===== config.mk =====
export PLATFORM = sky130hd
export DESIGN_NAME = bcd_seg7_display
export DESIGN_NICKNAME = d
export VERILOG_FILES = /design/src/rtl/bcd_seg7_display_pkg.sv /design/src/rtl/bcd_seg7_display_seg7_decode.sv /design/src/rtl/bcd_seg7_display.sv
export SDC_FILE = /design/constraint.sdc
export NUM_CORES = 1
export LEC_CHECK = 0
export ABC_AREA = 1
export CORE_MARGIN = 10
export CORE_UTILIZATION = 45
export DETAILED_ROUTE_END_ITERATION = 7
export HOLD_SLACK_MARGIN = 0.05
export PLACE_DENSITY = 0.64
export SLEW_MARGIN = 20
export SYNTH_ARGS = -nofsm -noshare
export SYNTH_HDL_FRONTEND = slang
export SYNTH_SLANG_ARGS = --single-unit

===== constraint.sdc =====
create_clock -name clk -period 4.9 [get_ports clk]
set_clock_uncertainty 0.05 [all_clocks]
set_input_delay 1.47 -clock clk [delete_from_list [all_inputs] [get_ports clk]]
set_output_delay 1.47 -clock clk [all_outputs]
set_load 0.01 [all_outputs]

===== src/rtl/bcd_seg7_display_pkg.sv =====
// Shared constants, FSM state type and double-dabble helper for the
// calculator result display path.
package bcd_seg7_display_pkg;

    typedef enum logic [1:0] {
        IDLE   = 2'd0,
        CONV   = 2'd1,
        COMMIT = 2'd2
    } conv_state_e;

    localparam int BCD_W = 16;

    // Active-low segment patterns, bit order {g,f,e,d,c,b,a}
    localparam logic [6:0] SEG_0     = 7'h40;
    localparam logic [6:0] SEG_1     = 7'h79;
    localparam logic [6:0] SEG_2     = 7'h24;
    localparam logic [6:0] SEG_3     = 7'h30;
    localparam logic [6:0] SEG_4     = 7'h19;
    localparam logic [6:0] SEG_5     = 7'h12;
    localparam logic [6:0] SEG_6     = 7'h02;
    localparam logic [6:0] SEG_7     = 7'h78;
    localparam logic [6:0] SEG_8     = 7'h00;
    localparam logic [6:0] SEG_9     = 7'h10;
    localparam logic [6:0] SEG_BLANK = 7'h7F;

    function automatic logic [BCD_W-1:0] dabble_adjust(
        input logic [BCD_W-1:0] bcd
    );
        logic [BCD_W-1:0] r;
        r = bcd;
        for (int i = 0; i < 4; i++) begin
            if (bcd[4*i +: 4] >= 4'd5) begin
                r[4*i +: 4] = bcd[4*i +: 4] + 4'd3;
            end
        end
        return r;
    endfunction

endpackage


===== src/rtl/bcd_seg7_display_seg7_decode.sv =====
// Combinational BCD digit to active-low 7-segment pattern.
// Non-decimal nibbles decode to all segments off.
module seg7_decode
    import bcd_seg7_display_pkg::*;
(
    input  logic [3:0] digit,
    output logic [6:0] seg
);

    always_comb begin
        seg = SEG_BLANK;
        case (digit)
            4'd0:    seg = SEG_0;
            4'd1:    seg = SEG_1;
            4'd2:    seg = SEG_2;
            4'd3:    seg = SEG_3;
            4'd4:    seg = SEG_4;
            4'd5:    seg = SEG_5;
            4'd6:    seg = SEG_6;
            4'd7:    seg = SEG_7;
            4'd8:    seg = SEG_8;
            4'd9:    seg = SEG_9;
            default: seg = SEG_BLANK;
        endcase
    end

endmodule


===== src/rtl/bcd_seg7_display.sv =====
// Binary register value -> 4-digit BCD via sequential double-dabble,
// scanned onto a common-anode 7-segment display.
module bcd_seg7_display
    import bcd_seg7_display_pkg::*;
#(
    parameter int N        = 8,
    parameter int SCAN_DIV = 50000,
    parameter bit BLANK_LZ = 1'b1
)
(
    input  logic         clk,
    input  logic         rst,
    input  logic [N-1:0] value,
    output logic         busy,
    output logic [3:0]   an,
    output logic [6:0]   seg,
    output logic         dp
);

    localparam int SW = N + BCD_W;
    localparam int CW = $clog2(N + 1);
    localparam int DW = $clog2(SCAN_DIV);

    if (N < 1 || N > 13) begin : g_bad_n
        $error("bcd_seg7_display: N must be 1..13");
    end
    if (SCAN_DIV < 2) begin : g_bad_div
        $error("bcd_seg7_display: SCAN_DIV must be >= 2");
    end

    conv_state_e state_q, state_d;
    logic             force_q, force_d;
    logic [N-1:0]     last_q, last_d;
    logic [SW-1:0]    sh_q, sh_d;
    logic [SW-1:0]    sh_adj;
    logic [CW-1:0]    cnt_q, cnt_d;
    logic             busy_q, busy_d;
    logic [BCD_W-1:0] shown_q, shown_d;
    logic [DW-1:0]    scan_q, scan_d;
    logic [1:0]       idx_q, idx_d;
    logic [3:0]       an_q, an_d;
    logic [6:0]       seg_q, seg_d;
    logic [3:0]       nib;
    logic [6:0]       dec_seg;
    logic [3:0]       lz;
    logic             blank;

    always_comb begin
        state_d = state_q;
        force_d = force_q;
        last_d  = last_q;
        sh_d    = sh_q;
        cnt_d   = cnt_q;
        busy_d  = busy_q;
        shown_d = shown_q;
        sh_adj  = {dabble_adjust(sh_q[SW-1:N]), sh_q[N-1:0]};
        unique case (state_q)
            IDLE: begin
                if (force_q || (value != last_q)) begin
                    sh_d    = {{BCD_W{1'b0}}, value};
                    last_d  = value;
                    busy_d  = 1'b1;
                    force_d = 1'b0;
                    cnt_d   = '0;
                    state_d = CONV;
                end
            end
            CONV: begin
                sh_d  = {sh_adj[SW-2:0], 1'b0};
                cnt_d = cnt_q + 1'b1;
                if (cnt_q == CW'(N - 1)) begin
                    state_d = COMMIT;
                end
            end
            COMMIT: begin
                shown_d = sh_q[SW-1:N];
                busy_d  = 1'b0;
                state_d = IDLE;
            end
            default: state_d = IDLE;
        endcase
    end

    // Scan timing is free-running so every digit gets the same dwell.
    always_comb begin
        scan_d = scan_q + 1'b1;
        idx_d  = idx_q;
        if (scan_q == DW'(SCAN_DIV - 1)) begin
            scan_d = '0;
            idx_d  = idx_q + 1'b1;
        end
    end

    always_comb begin
        lz[3] = (shown_q[15:12] == 4'd0);
        lz[2] = lz[3] && (shown_q[11:8] == 4'd0);
        lz[1] = lz[2] && (shown_q[7:4] == 4'd0);
        lz[0] = 1'b0;
        nib   = shown_q[4*idx_q +: 4];
        blank = BLANK_LZ && lz[idx_q];
        an_d  = ~(4'b0001 << idx_q);
        seg_d = blank ? SEG_BLANK : dec_seg;
    end

    seg7_decode u_dec (
        .digit (nib),
        .seg   (dec_seg)
    );

    always_ff @(posedge clk) begin
        if (rst) begin
            state_q <= IDLE;
            force_q <= 1'b1;
            last_q  <= '0;
            sh_q    <= '0;
            cnt_q   <= '0;
            busy_q  <= 1'b0;
            shown_q <= '0;
            scan_q  <= '0;
            idx_q   <= '0;
            an_q    <= 4'hF;
            seg_q   <= SEG_BLANK;
        end else begin
            state_q <= state_d;
            force_q <= force_d;
            last_q  <= last_d;
            sh_q    <= sh_d;
            cnt_q   <= cnt_d;
            busy_q  <= busy_d;
            shown_q <= shown_d;
            scan_q  <= scan_d;
            idx_q   <= idx_d;
            an_q    <= an_d;
            seg_q   <= seg_d;
        end
    end

    assign busy = busy_q;
    assign an   = an_q;
    assign seg  = seg_q;
    assign dp   = 1'b1;

endmodule


## Word level (Yosys, flattened, before mapping)

Memories as Yosys holds them, arrays and structs flattened. A register that Yosys moved wholly into a read port is not among the register bits.
Index checks and enable logic that the tools add are counted.

- Bitwise logic cells: 1
- Shift operators: 2
- $lt $le $gt $ge: 5
- Muxes and demuxes: 15
- Equality and inequality tests: 7
- Reductions and logical operators: 15
- Multipliers: 0
- Add/subtract/negate cells: 7
- Divide/modulo/power cells: 0

Operators with widths:

| kind | number |
|---|---|
| $pmux W24 S2 | 1 |
| $mux W24 | 1 |
| $add A16 B1 Y16 const B | 1 |
| $eq A16 B16 Y1 const B | 1 |
| $ge A4 B3 Y1 const B | 4 |
| $mux W4 | 4 |
| $shiftx A16 B5 Y4 | 1 |
| $add A4 B2 Y4 const B | 3 |
| $logic_not A4 Y1 | 3 |
| $ne A8 B8 Y1 | 1 |
| $pmux W4 S2 | 1 |
| $reduce_and A2 Y1 | 4 |
| $add A4 B1 Y4 const B | 1 |
| $eq A4 B3 Y1 const B | 1 |
| $mux W2 | 2 |
| $ne A2 B2 Y1 const B | 2 |
| $not A4 Y4 | 1 |
| $pmux W2 S2 | 1 |
| $reduce_bool A2 Y1 | 2 |
| $reduce_or A2 Y1 | 2 |
| $shl A1 B2 Y4 const A | 1 |
| $add A3 B2 Y3 const B | 1 |
| $lt A2 B3 Y1 const B | 1 |
| $mux W3 | 1 |
| 9 further kinds | 11 |

- Logic and storage cells: 63
- Latch bits: 0
- Memories: 1
- Bits in read-only memories: 112
- Bits in writable memories: 0
- Output and inout port bits: 13
- Register bits: 78
- Input port bits: 10

Memories:

| memory | depth | bits a word | rd ports | clocked after Yosys merged registers in | wr ports | RTL line | text |
|---|---|---|---|---|---|---|---|
| (no name shown) | 16 | 7 | 1 | 1 | 0 | bcd_seg7_display_seg7_decode.sv:12 | `case (digit)` |

## Longest topological paths before layout

Gate-level depths: netlist of the first run.

- Word-level depth: 6
- Mapped depth: 13
- Mapped depth without buffers: 11

## Cells and area by module

From an unflattened synthesis of the first run, not the netlist that was laid out.

- Cell total of the unflattened synthesis: 557
- Area, all modules: 4,071.4 um2

Modules (own cells, without submodules):

| module | cells an instance | area each (um2) | seq. area each (um2) | times used |
|---|---|---|---|---|
| bcd_seg7_display | 522 | 3,883.7 | 1,701.6 | 1 |
| seg7_decode | 35 | 187.7 | 0.0 | 1 |

## Least setup slack after synthesis of the first run

No wires, ideal clock.

- Kind: in2reg
- From: input value[0]
- To: register last_q[5]
- Library setup time: 116 ps
- Arrival time: 2,329 ps
- Path slack: 2,405 ps
- Stages on the path: 9
- Path buffers: 1
- Data required time: 4,734 ps
- Path through: inv_1 > or2_0 > nand3_1 > nor2_1 > nand2_1 > nand2_4 > buf_4 > o21ai_0 > nor2_1

- Word-level cells in the longest chain between the ends: 3

RTL lines:

| element | RTL line | text |
|---|---|---|
| start: declaration | bcd_seg7_display.sv:13 | `input logic [N-1:0] value,` |
| $ne A8 B8 Y1 | bcd_seg7_display.sv:59 | `if (force_q \|\| (value != last_q)) begin` |
| $logic_or A1 B1 Y1 | bcd_seg7_display.sv:59 |  |
| $reduce_and A2 Y1 (no source line) | - |  |
| end signal: assignment | bcd_seg7_display.sv:126 | `last_q <= last_d;` |
| end: declaration | bcd_seg7_display.sv:33 | `logic [N-1:0] last_q, last_d;` |

Every way passes these cells.
A chain may end at the register's enable or synchronous reset.

==> results.sh, run 1 <==
export IMPL_die_h_um=115
export IMPL_rows=34
export IMPL_cts_sinks=85
export IMPL_track_usage_pct=12.5
export IMPL_final_hold_viol_count=0
export IMPL_die_area_um2=13200
export IMPL_fillers=874
export IMPL_synth_xor_area_share_pct=0.648
export IMPL_fin_nets=601
export IMPL_placed_cells=669
export IMPL_drv_slew=0
export IMPL_yosys_cell_types_count=34
export IMPL_cts_resized=0
export IMPL_dp_hpwl_um=5660
export IMPL_p_leak_nw=1.82
export IMPL_layout_min_cycle_time_ns=3.23
export IMPL_synthSimpleGateAreaFrac_pct=24.7
export IMPL_diodes=0
export IMPL_clk_path_buf_depth=2
export IMPL_syn_inst=557
export IMPL_worst_pin_slew_ns=0.628
export IMPL_slew_headroom_pct=58.1
export IMPL_muxShareOfSynthArea_pct=0
export IMPL_cp_max_fo=25
export IMPL_crit_top_cell="buf_4"
export IMPL_power_density_nw_per_um2=295
export IMPL_grt_max_degree=40
export IMPL_postCtsHoldBufs=0
export IMPL_vias=3428
export IMPL_worstSkewPairLatency_ns=0.36
export IMPL_ys_ff_latch=85
export IMPL_synth_compound_area_share_pct=17.7
export IMPL_hp_class="reg2reg"
export IMPL_status="completed"
export IMPL_yosys_warnings=0
export IMPL_ios=23
export IMPL_route_detailed_drc=0
export IMPL_syn_nets=586
export IMPL_final_setup_tns_ns=0
export IMPL_synth_area_um2=4050
export IMPL_fmaxAchievable_mhz=310
export IMPL_synthAdderAreaFrac_pct=5.86
export IMPL_cts_buffers=9
export IMPL_cts_setup_buffers=0
export IMPL_root_buffer="clkbuf_8"
export IMPL_post_route_period_util_pct=65.9
export IMPL_die_w_um=115
export IMPL_drive_gt1_share_pct=6.93
export IMPL_port_buffers=21
export IMPL_place_gp_congestion=0.816
export IMPL_peakVddDrop_v=0.000167
export IMPL_path_class="in2reg"
export IMPL_core_um2=8760
export IMPL_first_pass_iters=4
export IMPL_most_common_layout_cells="91 x nand2_1, 85 x dfxtp_1, 68 x a21oi_1, 61 x inv_1, 61 x nor2_1"
export IMPL_setup_viol=0
export IMPL_worstSetupStartpointType="input port"
export IMPL_hold_depth=2
export IMPL_worstPathCellList="clkdlybuf4s50_1 > buf_4 > clkinv_1 > buf_4 > o21ai_0 > o21bai_1 > nor2_1"
export IMPL_slowest_delay_ns=0.55
export IMPL_tritoncts="built"
export IMPL_reg2reg_depth=10
export IMPL_synth_seq_area_share_pct=42.0
export IMPL_clk_pin_slew_ns=0.09
export IMPL_ant_nets=0
export IMPL_wl_um=8120
export IMPL_antenna_found_initial=0
export IMPL_vias_per_cell=5.00
export IMPL_syn2layout_area_growth_pct=11.6
export IMPL_overflow=0
export IMPL_h_tree_depth=3
export IMPL_rsz0062_at_grt="no"
export IMPL_synth_top_family_by_area="simple AND/OR/NAND/NOR gates"
export IMPL_max_cap_viol_count=0
export IMPL_slowest_stage="clkinv_1"
export IMPL_required_ns=5.10
export IMPL_final_common_cell="nand2_1"
export IMPL_initial_core_util_pct=46.3
export IMPL_first_global_vias=3095
export IMPL_wl_per_cell_um=11.9
export IMPL_critical_path_arrival_ns=3.42
export IMPL_grt_pass1_wl_um=13900
export IMPL_first_iter_violations=172
export IMPL_worst_setup_path_end_kind="flip-flop"
export IMPL_stdcell_count=685
export IMPL_avgSynthCellArea_um2=7.28
[worst paths after layout]
check / startpoint / end / slack [ns]
worst min register to register: force_q$_SDFFE_PP1P_ / force_q$_SDFFE_PP1P_ / 0.40
worst min-delay path: force_q$_SDFFE_PP1P_ / force_q$_SDFFE_PP1P_ / 0.40
worst max register to register: idx_q[0]$_SDFFE_PP0N_ / seg[5]$_SDFF_PP1_ / 2.93
worst max-delay path: rst / sh_q[1]$_SDFFE_PP0P_ / 1.67
[critical path, delay by kind of cell]
family	cells	cell delay (ns)
buf+inv	4	1.66
simple gates	1	0.05
compound gates	2	0.22
[routing by layer]
layer  part of all wire [%]  global-route usage [%]  vias up
li1                       -                       -     1846
met1                     50                    16.0     1524
met2                     44                    19.6       45
met3                    4.0                    3.02       13
met4                    1.7                    4.95        0
met5                      0                       0        -
[synth_stat cells]
| library cell | number | area, um2 |
|---|---|---|
| nor3_1 | 5 | 25.0 |
| conb_1 | 1 | 3.75 |
| buf_4 | 6 | 45.0 |
| o211ai_2 | 1 | 12.5 |
| a21oi_1 | 68 | 340 |
| nand2_4 | 1 | 11.3 |
| o21bai_1 | 6 | 45.0 |
| inv_2 | 7 | 26.3 |
| nand2_1 | 91 | 342 |
| nand3b_2 | 1 | 11.3 |
| o221ai_1 | 1 | 8.76 |
| nand3_1 | 41 | 205 |
| o21ai_1 | 4 | 20.0 |
| buf_6 | 1 | 11.3 |
| buf_2 | 1 | 5.00 |
| nor2_4 | 3 | 33.8 |
| ha_1 | 19 | 238 |
| clkinv_1 | 2 | 7.51 |
| nor2_1 | 61 | 229 |
| or2_0 | 4 | 25.0 |
| o21ai_0 | 54 | 270 |
| nand2_2 | 4 | 25.0 |
| inv_1 | 61 | 229 |
| nand3_2 | 1 | 10.0 |
| a21boi_2 | 1 | 11.3 |
| nor2_2 | 2 | 12.5 |
| clkbuf_1 | 10 | 37.5 |
| xor2_1 | 3 | 26.3 |
| nand4_1 | 6 | 37.5 |
| nor3_4 | 1 | 16.3 |
| nor4_1 | 3 | 18.8 |
| a21oi_2 | 1 | 8.76 |
| dfxtp_1 | 85 | 1700 |
| buf_1 | 1 | 3.75 |
[area by class of cell]
| type | count | area (um2) | share of cell area (%) |
|---|---|---|---|
| Clock inverter | 3 | 42.5 | 0.941 |
| Clock buffer | 13 | 169 | 3.73 |
| Sequential cell | 85 | 1700 | 37.6 |
| Timing Repair Buffer | 23 | 225 | 4.98 |
| Multi-Input combinational cell | 383 | 1990 | 43.9 |
| Inverter | 70 | 263 | 5.81 |
| Tap cell | 108 | 135 | 2.99 |
[cell families after synthesis]
family	count (synthesis)
AOI/OAI and AO/OA	136
xor gates and xnor gates	3
adders and majority gates	19
buffers and inverters	89
DFF	85
other	1
and+or+nand+nor	224
[where the power goes]
part           switching (mW)  leakage (nW)  total, mW  internal, mW
clock network           0.242         0.106      0.518         0.277
registers              0.0109         0.693      0.721         0.710
logic                  0.0596          1.02     0.0962        0.0366
[sequential cells by signal (all words and copies together), names as in the netlist]
register,flops
sh_q,24
cnt_q,4
idx_q,2
seg,7
shown_q,16
last_q,8
force_q,1
busy,1
scan_q,16
an,4
state_q,2
[through the flow]
step                hold WS [ns]  setup WS [ns]  power (mW)  area (um2)  utilization, %
floorplan                  0.368           2.40       0.804        4050               -
global placement           0.380           1.34       0.832        4310            49.2
detailed placement         0.388           1.30       0.834        4310            49.2
CTS                        0.405           1.66        1.35        4520            51.6
global route               0.424           1.47        1.40        4520            51.6
finish                     0.401           1.67        1.34        4520            51.6
Power figures use the tool's default switching activity.
==> run 2: changes to the inputs <==
clock period = 3 ns   (was 4.9 ns; I/O delays follow)
==> results.sh, run 2 (synthesis results as in run 1) <==
export IMPL_crit_top_cell="nand2_1"
export IMPL_grt_pass1_wl_um=14100
export IMPL_fillers=893
export IMPL_final_common_cell="nand2_1"
export IMPL_tritoncts="built"
export IMPL_largest_register_ffs=24
export IMPL_status="completed"
export IMPL_cp_num_cells=12
export IMPL_ant_nets=0
export IMPL_rsz0062_at_grt="no"
export IMPL_dpl_worst_slack_ns=0.180
export IMPL_worst_setup_path_end_kind="flip-flop"
export IMPL_hp_class="reg2reg"
export IMPL_cts_sinks=85
export IMPL_worstSetupStartpointType="input port"
export IMPL_placedInstanceArea_um2=4340
export IMPL_wl_um=8050
export IMPL_grtUsageMet1_pct=15.8
export IMPL_syn2layout_area_growth_pct=11.3
export IMPL_max_flop_register="sh_q"
export IMPL_layout_min_cycle_time_ns=2.42
export IMPL_cts_setup_buffers=0
export IMPL_final_hold_viol_count=0
export IMPL_clk_path_buf_depth=2
export IMPL_die_area_um2=13200
export IMPL_first_global_vias=3258
export IMPL_placed_cells=673
export IMPL_root_buffer="clkbuf_8"
export IMPL_stdcell_count=689
export IMPL_max_cap_viol_count=0
export IMPL_overflow=0
export IMPL_regArea_um2=1700
export IMPL_die_h_um=115
export IMPL_postCtsHoldBufs=0
export IMPL_setup_ws_ns=0.581
export IMPL_route_detailed_drc=0
export IMPL_antenna_found_initial=0
export IMPL_place_gp_congestion=0.813
export IMPL_power_mw=2.07
export IMPL_fmaxAchievable_mhz=413
export IMPL_core_um2=8760
export IMPL_initial_core_util_pct=46.3
export IMPL_dp_hpwl_um=5850
export IMPL_met3_usage_pct=2.50
export IMPL_die_w_um=115
export IMPL_track_usage_pct=12.5
export IMPL_top_usage_layer="met2"
export IMPL_r2r_end="seg[5]$_SDFF_PP1_"
export IMPL_use_met2_pct=20.5
export IMPL_crit_end="sh_q[20]$_SDFFE_PP0P_"
export IMPL_fin_nets=605
export IMPL_vias=3480
export IMPL_p_leak_nw=1.82
export IMPL_cts_buffers=9
export IMPL_final_setup_tns_ns=0
export IMPL_fin_area_um2=4510
export IMPL_setup_viol=0
export IMPL_port_buffers=21
export IMPL_clk_pin_slew_ns=0.08
export IMPL_most_common_layout_cells="91 x nand2_1, 85 x dfxtp_1, 68 x a21oi_1, 61 x inv_1, 61 x nor2_1"
export IMPL_reg2reg_depth=10
export IMPL_slew_headroom_pct=60.6
export IMPL_regToRegSetupSlack_ns=1.04
export IMPL_rows=34
export IMPL_cts_resized=0
export IMPL_grt_max_degree=40
export IMPL_path_class="in2reg"
export IMPL_worst_pin_slew_ns=0.587
export IMPL_slowest_delay_ns=0.48
export IMPL_drv_slew=0
export IMPL_first_iter_violations=184
export IMPL_hold_ws_ns=0.405
export IMPL_power_density_nw_per_um2=459
export IMPL_cp_max_fo=24
export IMPL_slowest_stage="clkdlybuf4s50_1"
export IMPL_required_ns=3.23
export IMPL_h_tree_depth=3
export IMPL_drive_gt1_share_pct=7.06
export IMPL_crit_buf_inv=4
export IMPL_first_pass_iters=4
export IMPL_ios=23
export IMPL_critical_path_arrival_ns=2.64
export IMPL_wl_per_cell_um=11.7
export IMPL_peakVddDrop_v=0.000225
export IMPL_post_route_period_util_pct=80.6
export IMPL_worstSkewPairLatency_ns=0.35
export IMPL_critPathLaunch="value[7]"
export IMPL_worstPathCellList="clkdlybuf4s50_1 > inv_1 > nand2_1 > nand2_1 > inv_1 > nand3_1 > nor2_1 > nand2_1 > nand2_4 > buf_4 > nand3_1 > a21oi_1"
export IMPL_crit_family="buffers and inverters"
export IMPL_fin_util_pct=51.5
export IMPL_multiInputGateArea_um2=1990
export IMPL_reg2reg_from="idx_q[0]$_SDFFE_PP0N_"
export IMPL_vias_per_cell=5.05
export IMPL_reg_top3="sh_q (24), scan_q (16), shown_q (16)"
export IMPL_diodes=0
[run 2: cell types whose count changed in the layout (fill, tap and decap cells not counted)]
cell,previous run,this run
buf_4,2,6
bufinv_16,1,0
clkbuf_1,1,4
clkbuf_8,12,11
clkinvlp_4,1,0
[run 2: worst reg2reg max path, cell delays in order (launching register included)]
cell	delay, ns
dfxtp_1	0.58
inv_2	0.20
nor2_1	0.16
nor2_1	0.08
a21boi_2	0.23
inv_2	0.08
ha_1	0.18
o21ai_1	0.17
inv_1	0.05
nand2_1	0.05
nand2_1	0.04
[run 2: area by class of cell]
class                      instances  share of cell area, %
multi-input combinational        383                   44.0
tap                              108                   2.99
clock buffer                      15                   3.69
clock inverter                     1                  0.111
sequential                        85                   37.7
timing repair buffer              27                   5.66
inverter                          70                   5.82
[run 2: layer usage]
layer	wire (um)	share of wire [%]
met1	3960	49
met2	3670	46
met3	286	3.6
met4	134	1.7
met5	0	0
[run 2: worst min path at each step]
stage	start	end	slack (ns)	depth (start not counted)
after global placement	scan_q[0]$_SDFF_PP0_	scan_q[0]$_SDFF_PP0_	0.38	1
after floorplan	scan_q[0]$_SDFF_PP0_	scan_q[0]$_SDFF_PP0_	0.37	1
final	scan_q[0]$_SDFF_PP0_	scan_q[0]$_SDFF_PP0_	0.41	1
after global routing	force_q$_SDFFE_PP1P_	force_q$_SDFFE_PP1P_	0.45	2
after CTS	scan_q[0]$_SDFF_PP0_	scan_q[0]$_SDFF_PP0_	0.41	1
after detailed placement	scan_q[0]$_SDFF_PP0_	scan_q[0]$_SDFF_PP0_	0.40	1
[run 2: where the power goes]
| group | switching, mW | internal [mW] | leakage (nW) |
|---|---|---|---|
| Sequential | 0.0178 | 1.16 | 0.693 |
| Combinational | 0.0977 | 0.0637 | 1.04 |
| Clock | 0.386 | 0.347 | 0.0877 |
==> run 3: changes to the inputs <==
clock period = 2.3 ns   (was 3 ns; I/O delays follow)
==> results.sh, run 3 (synthesis results as in run 1) <==
export IMPL_status="completed"
export IMPL_crit_buf_inv=4
export IMPL_peakVddDrop_v=0.000257
export IMPL_root_buffer="clkbuf_8"
export IMPL_route_detailed_drc=0
export IMPL_setup_viol=0
export IMPL_dp_hpwl_um=5810
export IMPL_first_pass_iters=4
export IMPL_fin_nets=609
export IMPL_drv_slew=0
export IMPL_clk_pin_slew_ns=0.08
export IMPL_cp_max_fo=23
export IMPL_hold_ws_ns=0.406
export IMPL_die_h_um=115
export IMPL_required_ns=2.52
export IMPL_rows=34
export IMPL_vias=3479
export IMPL_cts_setup_buffers=0
export IMPL_overflow=0
export IMPL_worstSkewPairLatency_ns=0.35
export IMPL_max_cap_viol_count=0
export IMPL_path_class="in2reg"
export IMPL_initial_core_util_pct=46.3
export IMPL_largest_register_ffs=24
export IMPL_stdcell_count=692
export IMPL_wl_um=8180
export IMPL_placed_cells=677
export IMPL_final_common_cell="nand2_1"
export IMPL_cts_resized=0
export IMPL_cp_num_cells=12
export IMPL_p_leak_nw=1.85
export IMPL_die_area_um2=13200
export IMPL_worstPathCellList="clkdlybuf4s50_1 > inv_1 > nand2_1 > nand2_1 > inv_1 > nand3_1 > nor2_1 > nand2_1 > nand2_4 > buf_12 > nand3_1 > a21oi_1"
export IMPL_setup_ws_ns=0.266
export IMPL_fin_area_um2=4580
export IMPL_first_iter_violations=207
export IMPL_cts_sinks=85
export IMPL_grt_pass1_wl_um=14400
export IMPL_reg2reg_depth=10
export IMPL_slowest_stage="clkdlybuf4s50_1"
export IMPL_final_setup_tns_ns=0
export IMPL_hp_class="reg2reg"
export IMPL_core_um2=8760
export IMPL_power_density_nw_per_um2=604
export IMPL_die_w_um=115
export IMPL_place_gp_congestion=0.823
export IMPL_fmaxAchievable_mhz=492
export IMPL_slowest_delay_ns=0.49
export IMPL_worst_setup_path_end_kind="flip-flop"
export IMPL_port_buffers=21
export IMPL_h_tree_depth=3
export IMPL_clk_path_buf_depth=2
export IMPL_syn2layout_area_growth_pct=12.9
export IMPL_vias_per_cell=5.03
export IMPL_worst_pin_slew_ns=0.617
export IMPL_track_usage_pct=12.8
export IMPL_postCtsHoldBufs=0
export IMPL_rsz0062_at_grt="no"
export IMPL_wl_per_cell_um=11.8
export IMPL_diodes=0
export IMPL_critical_path_arrival_ns=2.25
export IMPL_reg_top3="sh_q (24), scan_q (16), shown_q (16)"
export IMPL_layout_min_cycle_time_ns=2.03
export IMPL_slew_headroom_pct=58.8
export IMPL_antenna_found_initial=0
export IMPL_crit_top_cell="nand2_1"
export IMPL_first_global_vias=3353
export IMPL_ios=23
export IMPL_max_flop_register="sh_q"
export IMPL_worstSetupStartpointType="input port"
export IMPL_final_hold_viol_count=0
export IMPL_hold_depth=1
export IMPL_placedInstanceArea_um2=4400
export IMPL_grt_max_degree=47
export IMPL_drive_gt1_share_pct=7.88
export IMPL_dpl_worst_slack_ns=-0.0514
export IMPL_ant_nets=0
export IMPL_cts_buffers=9
export IMPL_most_common_layout_cells="91 x nand2_1, 85 x dfxtp_1, 68 x a21oi_1, 61 x inv_1, 61 x nor2_1"
export IMPL_tritoncts="built"
export IMPL_post_route_period_util_pct=88.5
export IMPL_crit_family="buffers and inverters"
run 3: cell count changes in the layout (fill, tap and decap cells not counted), sizes merged:
cell | before | now
bufinv | 0 | 1
clkbuf | 15 | 11
clkinvlp | 0 | 2
buf | 6 | 10
run 3: area by class of cell:
| type | count | area [um2] |
|---|---|---|
| clock buffer | 11 | 131 |
| clock inverter | 4 | 50.0 |
| fill | 881 | 4190 |
| inverter | 70 | 263 |
| multi-input combinational | 383 | 1990 |
| sequential | 85 | 1700 |
| tap | 108 | 135 |
| timing repair buffer | 31 | 310 |
run 3: where the power goes:
group | total [mW] | internal [mW] | switching (mW)
Combinational | 0.223 | 0.0918 | 0.131
Sequential | 1.54 | 1.51 | 0.0236
Clock | 1.01 | 0.495 | 0.512
Total | 2.77 | 2.10 | 0.667
run 3: routing by layer:
layer / global-route usage (%) / part of all wire [%]
met1: 15.4 / 48
met2: 22.1 / 46
met3: 2.29 / 3.8
met4: 4.95 / 1.6
met5: 0 / 0
run 3: path summary, 6_finish.rpt:
path,start,end,slack [ns]
max reg2reg,idx_q[0]$_SDFFE_PP0N_,seg[5]$_SDFF_PP1_,0.32
max,value[7],sh_q[22]$_SDFFE_PP0P_,0.27
min reg2reg,scan_q[0]$_SDFF_PP0_,scan_q[0]$_SDFF_PP0_,0.41
min,scan_q[0]$_SDFF_PP0_,scan_q[0]$_SDFF_PP0_,0.41
run 3: worst reg2reg max path, cell delays in order (launching register included):
cell and delay [ns]:
dfxtp_1 0.58, inv_2 0.20, nor2_1 0.16, nor2_1 0.08
a21boi_2 0.23, inv_2 0.07, ha_1 0.19, o21ai_1 0.17
inv_1 0.05, nand2_1 0.06, nand2_1 0.05
run 3: through the flow:
stage / total power [mW] / util, %
after CTS: 2.80 / 52.2
after global routing: 2.89 / 52.2
final: 2.77 / 52.2
after floorplan: 1.71 / -
after detailed placement: 1.80 / 50.2
after global placement: 1.79 / 50.2
==> variant 1 (settings of run 1) <==
Reset style: asynchronous (`rst`), changed in one clocked block.
--- a/src/rtl/bcd_seg7_display.sv
+++ b/src/rtl/bcd_seg7_display.sv
@@ -107,7 +107,7 @@
         .seg   (dec_seg)
     );
 
-    always_ff @(posedge clk) begin
+    always_ff @(posedge clk or posedge rst) begin
         if (rst) begin
             state_q <= IDLE;
             force_q <= 1'b1;
Formal check against the unedited RTL: differs if rst is asserted again (counterexample within 4 cycles, from zero or initial values and one cycle with rst high); with rst held inactive, the same outputs for 10 cycles.
==> variant 1 against run 1 <==
  * Sequential cell count unchanged
  * Design area increased by 8.8%
  * Worst hold slack improved by 0.026 ns
  * Area after synthesis increased by 8.9%
  * Via count increased by 1.1%
  * Wire length increased by 1.8%
  * Worst setup slack improved by 0.13 ns
  * Maximum frequency increased by 4.3%
  * Critical endpoint is now sh_q[2]
  * Highest routed layer unchanged
Power is not compared: it rests on default switching activity, and its combinational part moved more than twofold at a synthesized area within 25%.
==> variant 1: results (changes against run 1) <==
- Synth area leaders: dfrtp_1 (41%), nand2_1 (12%), dfstp_2 (7.1%), nand3_1 (6.4%), inv_1 (6.1%) (was dfxtp_1 (42%), nand2_1 (8.4%), a21oi_1 (8.4%), o21ai_0 (6.7%), ha_1 (5.9%))
- CTS Buffer Depth: 2 (unchanged)
- Worst Hold Class: flip-flop to flip-flop (unchanged)
- Seq/Total Area, Yosys: 48.5% (was 42.0%)
- Vias per cell: 4.96 (was 5.00)
- CTS HTree Levels: 3 (unchanged)
- Relative slew slack: 38.9% (was 58.1%)
- Net count, final: 590 (was 601)
- Slowest CP cell: clkdlybuf4s50_1 (was clkinv_1)
- Hpwl dp: 5.77 mm (was 5.66 mm)
- Drt pass-1 iters: 4 (unchanged)
- Async SR Flop Fraction: 100% (was 0%)
- YS warnings: 0 (unchanged)
- Peak VDD IR: 0.297 mV
- Worst skew pair latency: 0.36 ns (about the same)
- Pin count of the biggest net entering global routing: 53 (was 40)
- Layout fillers: 919 (was 874)
- Ant diodes: 0 (unchanged)
- Hold Startpoint: scan_q[0] (was force_q)
- Total track usage: 12.4% (was 12.5%)
- Initial antenna violation count: 0 (unchanged)
- Proportion of layout cells with a drive suffix above 1: 8.83% (was 6.93%)
- Synth cell types: 34 (unchanged)
- Post-CTS resize count: 0 (unchanged)
- RR Startpoint: idx_q[0] (unchanged)
- Min Tclk post-route: 3.09 ns (was 3.23 ns)
- Most used DFF post-synth: dfrtp_1 (was dfxtp_1)
- Routability cong.: 0.883 (was 0.816)
- Max FO, Critical Path: 44 (was 25)
- Total CTS buffers: 9 (unchanged)
- # Post-CTS Setup Buffers: 0 (unchanged)
- Worst Setup SP: value[7] (was rst)
- Vias in the first global route: 3,367 (was 3,095)
- Net count after synthesis: 570 (was 586)
- Buffers on Ports: 21 (unchanged)
- Top cells by count, synth: nand2_1 (140), dfrtp_1 (73), inv_1 (72), nand3_1 (56), o21ai_0 (54) (was nand2_1 (91), dfxtp_1 (85), a21oi_1 (68), inv_1 (61), nor2_1 (61))
- Wire length of the first global-routing pass: 14.9 mm (was 13.9 mm)
- CP delay by family, top: simple AND/OR/NAND/NOR gates (was buffers and inverters)
- Crit path arrival time: 3.29 ns (was 3.42 ns)
- Routed Wire Length: 8.27 mm (was 8.12 mm)
- Biggest regs: sh_q (24), scan_q (16), shown_q (16) (unchanged)
- Critical Path Max Stage Delay: 0.45 ns (was 0.55 ns)
- DR iter-0 viols: 189 (was 172)
- Status: finished clean (unchanged)
- CTS Root Buffer Type: clkbuf_8 (unchanged)
- Leak Pwr: 2.50 nW
- Clock transition at path regs: 0.08 ns
==> variant 1: changes by cell type after synthesis, moves of 11 or more <==
cell	before	now
dfrtp_1	0	73
dfxtp_1	85	0
nand2_1	91	140
dfstp_2	0	12
nor2_1	61	30
nand3_1	41	56
a21oi_1	68	19
inv_1	61	72
==> variant 1: cells by family (layout without fill, tap and decap cells) <==
kind of cell | after synthesis | after routing | synth area share (%)
other | 1 | 1 | 0.0850
buffers and inverters | 92 | 117 | 8.87
AND/OR/NAND/NOR | 246 | 246 | 24.1
AO/OA/AOI/OAI | 87 | 87 | 10.9
adder cells (fa/ha/maj) | 19 | 19 | 5.39
flip-flops | 85 | 85 | 48.5
XOR/XNOR | 11 | 11 | 2.18
==> variant 1: path summary, 6_finish.rpt <==
| check | end | slack, ns | depth (start not counted) |
|---|---|---|---|
| max | sh_q[2] | 1.81 | 10 |
| min | scan_q[0] | 0.43 | 1 |
| max reg2reg | seg[5] | 2.90 | 10 |
| min reg2reg | scan_q[0] | 0.43 | 1 |
| max in group asynchronous | seg[4] | 2.42 | 3 |
| min in group asynchronous | scan_q[12] | 1.57 | 2 |
==> variant 1: power by group <==
| part | switching [W] | internal (W) | total (W) |
|---|---|---|---|
| logic | 0.000626 | 0.000388 | 0.00101 |
| registers | 0.000173 | 0.000957 | 0.00113 |
| clock network | 0.000250 | 0.000263 | 0.000514 |
| total | 0.00105 | 0.00161 | 0.00266 |
==> variant 1: through the flow <==
stage                     setup slack [ns]  utilization (%)  instance area, um^2  std cells  total power [W]
final                                 1.81             50.8                 4920        699          0.00266
after detailed placement              1.43             48.6                 4710        683          0.00216
after global placement                1.49             48.6                 4710        683          0.00212
after CTS                             1.82             50.8                 4920        699          0.00269
after floorplan                       1.21                -                 4410        541          0.00191
after global routing                  1.60             50.8                 4920        699          0.00293
==> variant 1: final cells by class <==
type                       count  area (um^2)  share of cell area, %
timing repair buffer          24          233                   4.73
multi-input combinational    364         1880                   38.2
sequential                    85         2140                   43.5
clock inverter                 5         58.8                   1.20
clock buffer                  11          151                   3.08
tap                          133          166                   3.38
inverter                      77          290                   5.90
==> variant 1: per-layer routing <==
metal,global-route usage [%],up-vias,wire length [um]
li1,-,1776,-
met1,14.8,1622,3920
met2,20.6,47,3850
met3,2.60,19,327
met4,6.11,0,170
met5,0,-,0
==> variant 2 (config.mk and constraints of run 1) <==
Without the edit above. Set the parameter `BLANK_LZ` to 1'b0 (it was 1'b1).
--- a/src/rtl/bcd_seg7_display.sv
+++ b/src/rtl/bcd_seg7_display.sv
@@ -5,7 +5,7 @@
 #(
     parameter int N        = 8,
     parameter int SCAN_DIV = 50000,
-    parameter bit BLANK_LZ = 1'b1
+    parameter bit BLANK_LZ = 1'b0
 )
 (
     input  logic         clk,
Behaviour: same outputs for any inputs over 10 cycles, from zero or initial values and one cycle with rst high; that may be too few to reach the edited logic, so the function may still have changed.
==> variant 2 against run 1 <==
  * Design area is 1.4% lower
  * Clock power rose by 6.6%
  * Wire length shrank 1.2%
  * Synthesized cell count is 2.7% lower
  * Area after synthesis is 1.5% lower
  * Worst setup slack better by 0.092 ns
  * Total power increased by 2.5%
  * Sequential cell count stayed put
  * Largest cell class unchanged
==> variant 2: results (changes against run 1) <==
- Status: finished clean (unchanged)
- WL per Instance: 12.0 um (was 11.9 um)
- Vias in the first global route: 3,140 (was 3,095)
- Proportion of layout cells with a drive suffix above 1: 6.42% (was 6.93%)
- RR Startpoint: state_q[0] (was idx_q[0])
- Top cells by count, synth: nand2_1 (89), dfxtp_1 (85), inv_1 (61), nor2_1 (57), a21oi_1 (56) (was nand2_1 (91), dfxtp_1 (85), a21oi_1 (68), inv_1 (61), nor2_1 (61))
- Leak Pwr: 1.77 nW (was 1.82 nW)
- Met3 Wirelength: 253 um (was 326 um)
- Grt met1 use: 14.9% (was 16.0%)
- Sw Share: 22.7% (was 23.4%)
- DR iter-0 viols: 153 (was 172)
- Met1 wire length: 3.89 mm (was 4.08 mm)
- Wire length of the first global-routing pass: 13.8 mm (was 13.9 mm)
- Vias: 3,407 (was 3,428)
- Relative slew slack: 27.8% (was 58.1%)
- Clock power frac: 40.3% (was 38.8%)
- Slowest CP cell: inv_1 (was clkinv_1)
- Sequential Power Share: 52.7% (was 54.0%)
- Met3 Use GR: 2.46% (was 3.02%)
- Hold Startpoint: shown_q[1] (was force_q)
- Drt pass-1 iters: 5 (was 4)
- Net count, final: 585 (was 601)
- Hold WS: 0.408 ns (was 0.401 ns)
- Post-Synth Adder-Cell Area: 5.95% (was 5.86%)
- Pre-CTS WS: 1.43 ns (was 1.30 ns)
- Clk. pwr: 0.000552 W (was 0.000518 W)
- GRT met2 Usage: 21.1% (was 19.6%)
- Xor-xnor portion of the synthesized cell area: 1.54% (was 0.648%)
- Compound-gate portion of the synthesized area: 15.6% (was 17.7%)
- Net count after synthesis: 571 (was 586)
- Final core occ: 51.4% (was 51.6%)
- Hold Path Sink: shown_q[1] (was force_q)
- DP Cell Count: 653 (was 669)
- Total track usage: 12.5% (about the same)
- Worst reg2reg path depth: 6 (was 10)
- Max FO, Critical Path: 29 (was 25)
- Fmax: 0.319 GHz (was 0.310 GHz)
- Layout fillers: 846 (was 874)
- Synth area leaders: dfxtp_1 (43%), nand2_1 (8.4%), a21oi_1 (7.0%), o21ai_0 (6.6%), nand3_1 (6.4%) (was dfxtp_1 (42%), nand2_1 (8.4%), a21oi_1 (8.4%), o21ai_0 (6.7%), ha_1 (5.9%))
- Dpl cell area: 4240 um^2 (was 4310 um^2)
- Crit path arrival time: 3.36 ns (was 3.42 ns)
## variant 2: cell count changes after synthesis, moves of 4 or more
cell     before  now
a21oi_1      68   56
nand3_1      41   51
buf_2         1    7
buf_4         6    1
inv_2         7    3
nor2_1       61   57
## variant 2: worst min-delay path: cells and delay by family (launching register included)
family / cells / cell delay (ns)
AO/OA/AOI/OAI: 1 / 0.05
flip-flops: 1 / 0.30
buffers and inverters: 1 / 0.06
## variant 2: layout make-up
class,instances,area share (%)
clock buffers,12,3.48
clock inverters,4,1.57
multi-input cells,372,43.3
well taps,108,3.03
inverters,65,5.47
flip-flops and latches,85,38.1
repair buffers,23,5.05
## variant 2: kinds of logic after synthesis
logic type / after synthesis
AO/OA/AOI/OAI: 119
XOR/XNOR: 7
adder cells (fa/ha/maj): 19
buffers and inverters: 85
AND/OR/NAND/NOR: 226
other: 1
flip-flops: 85
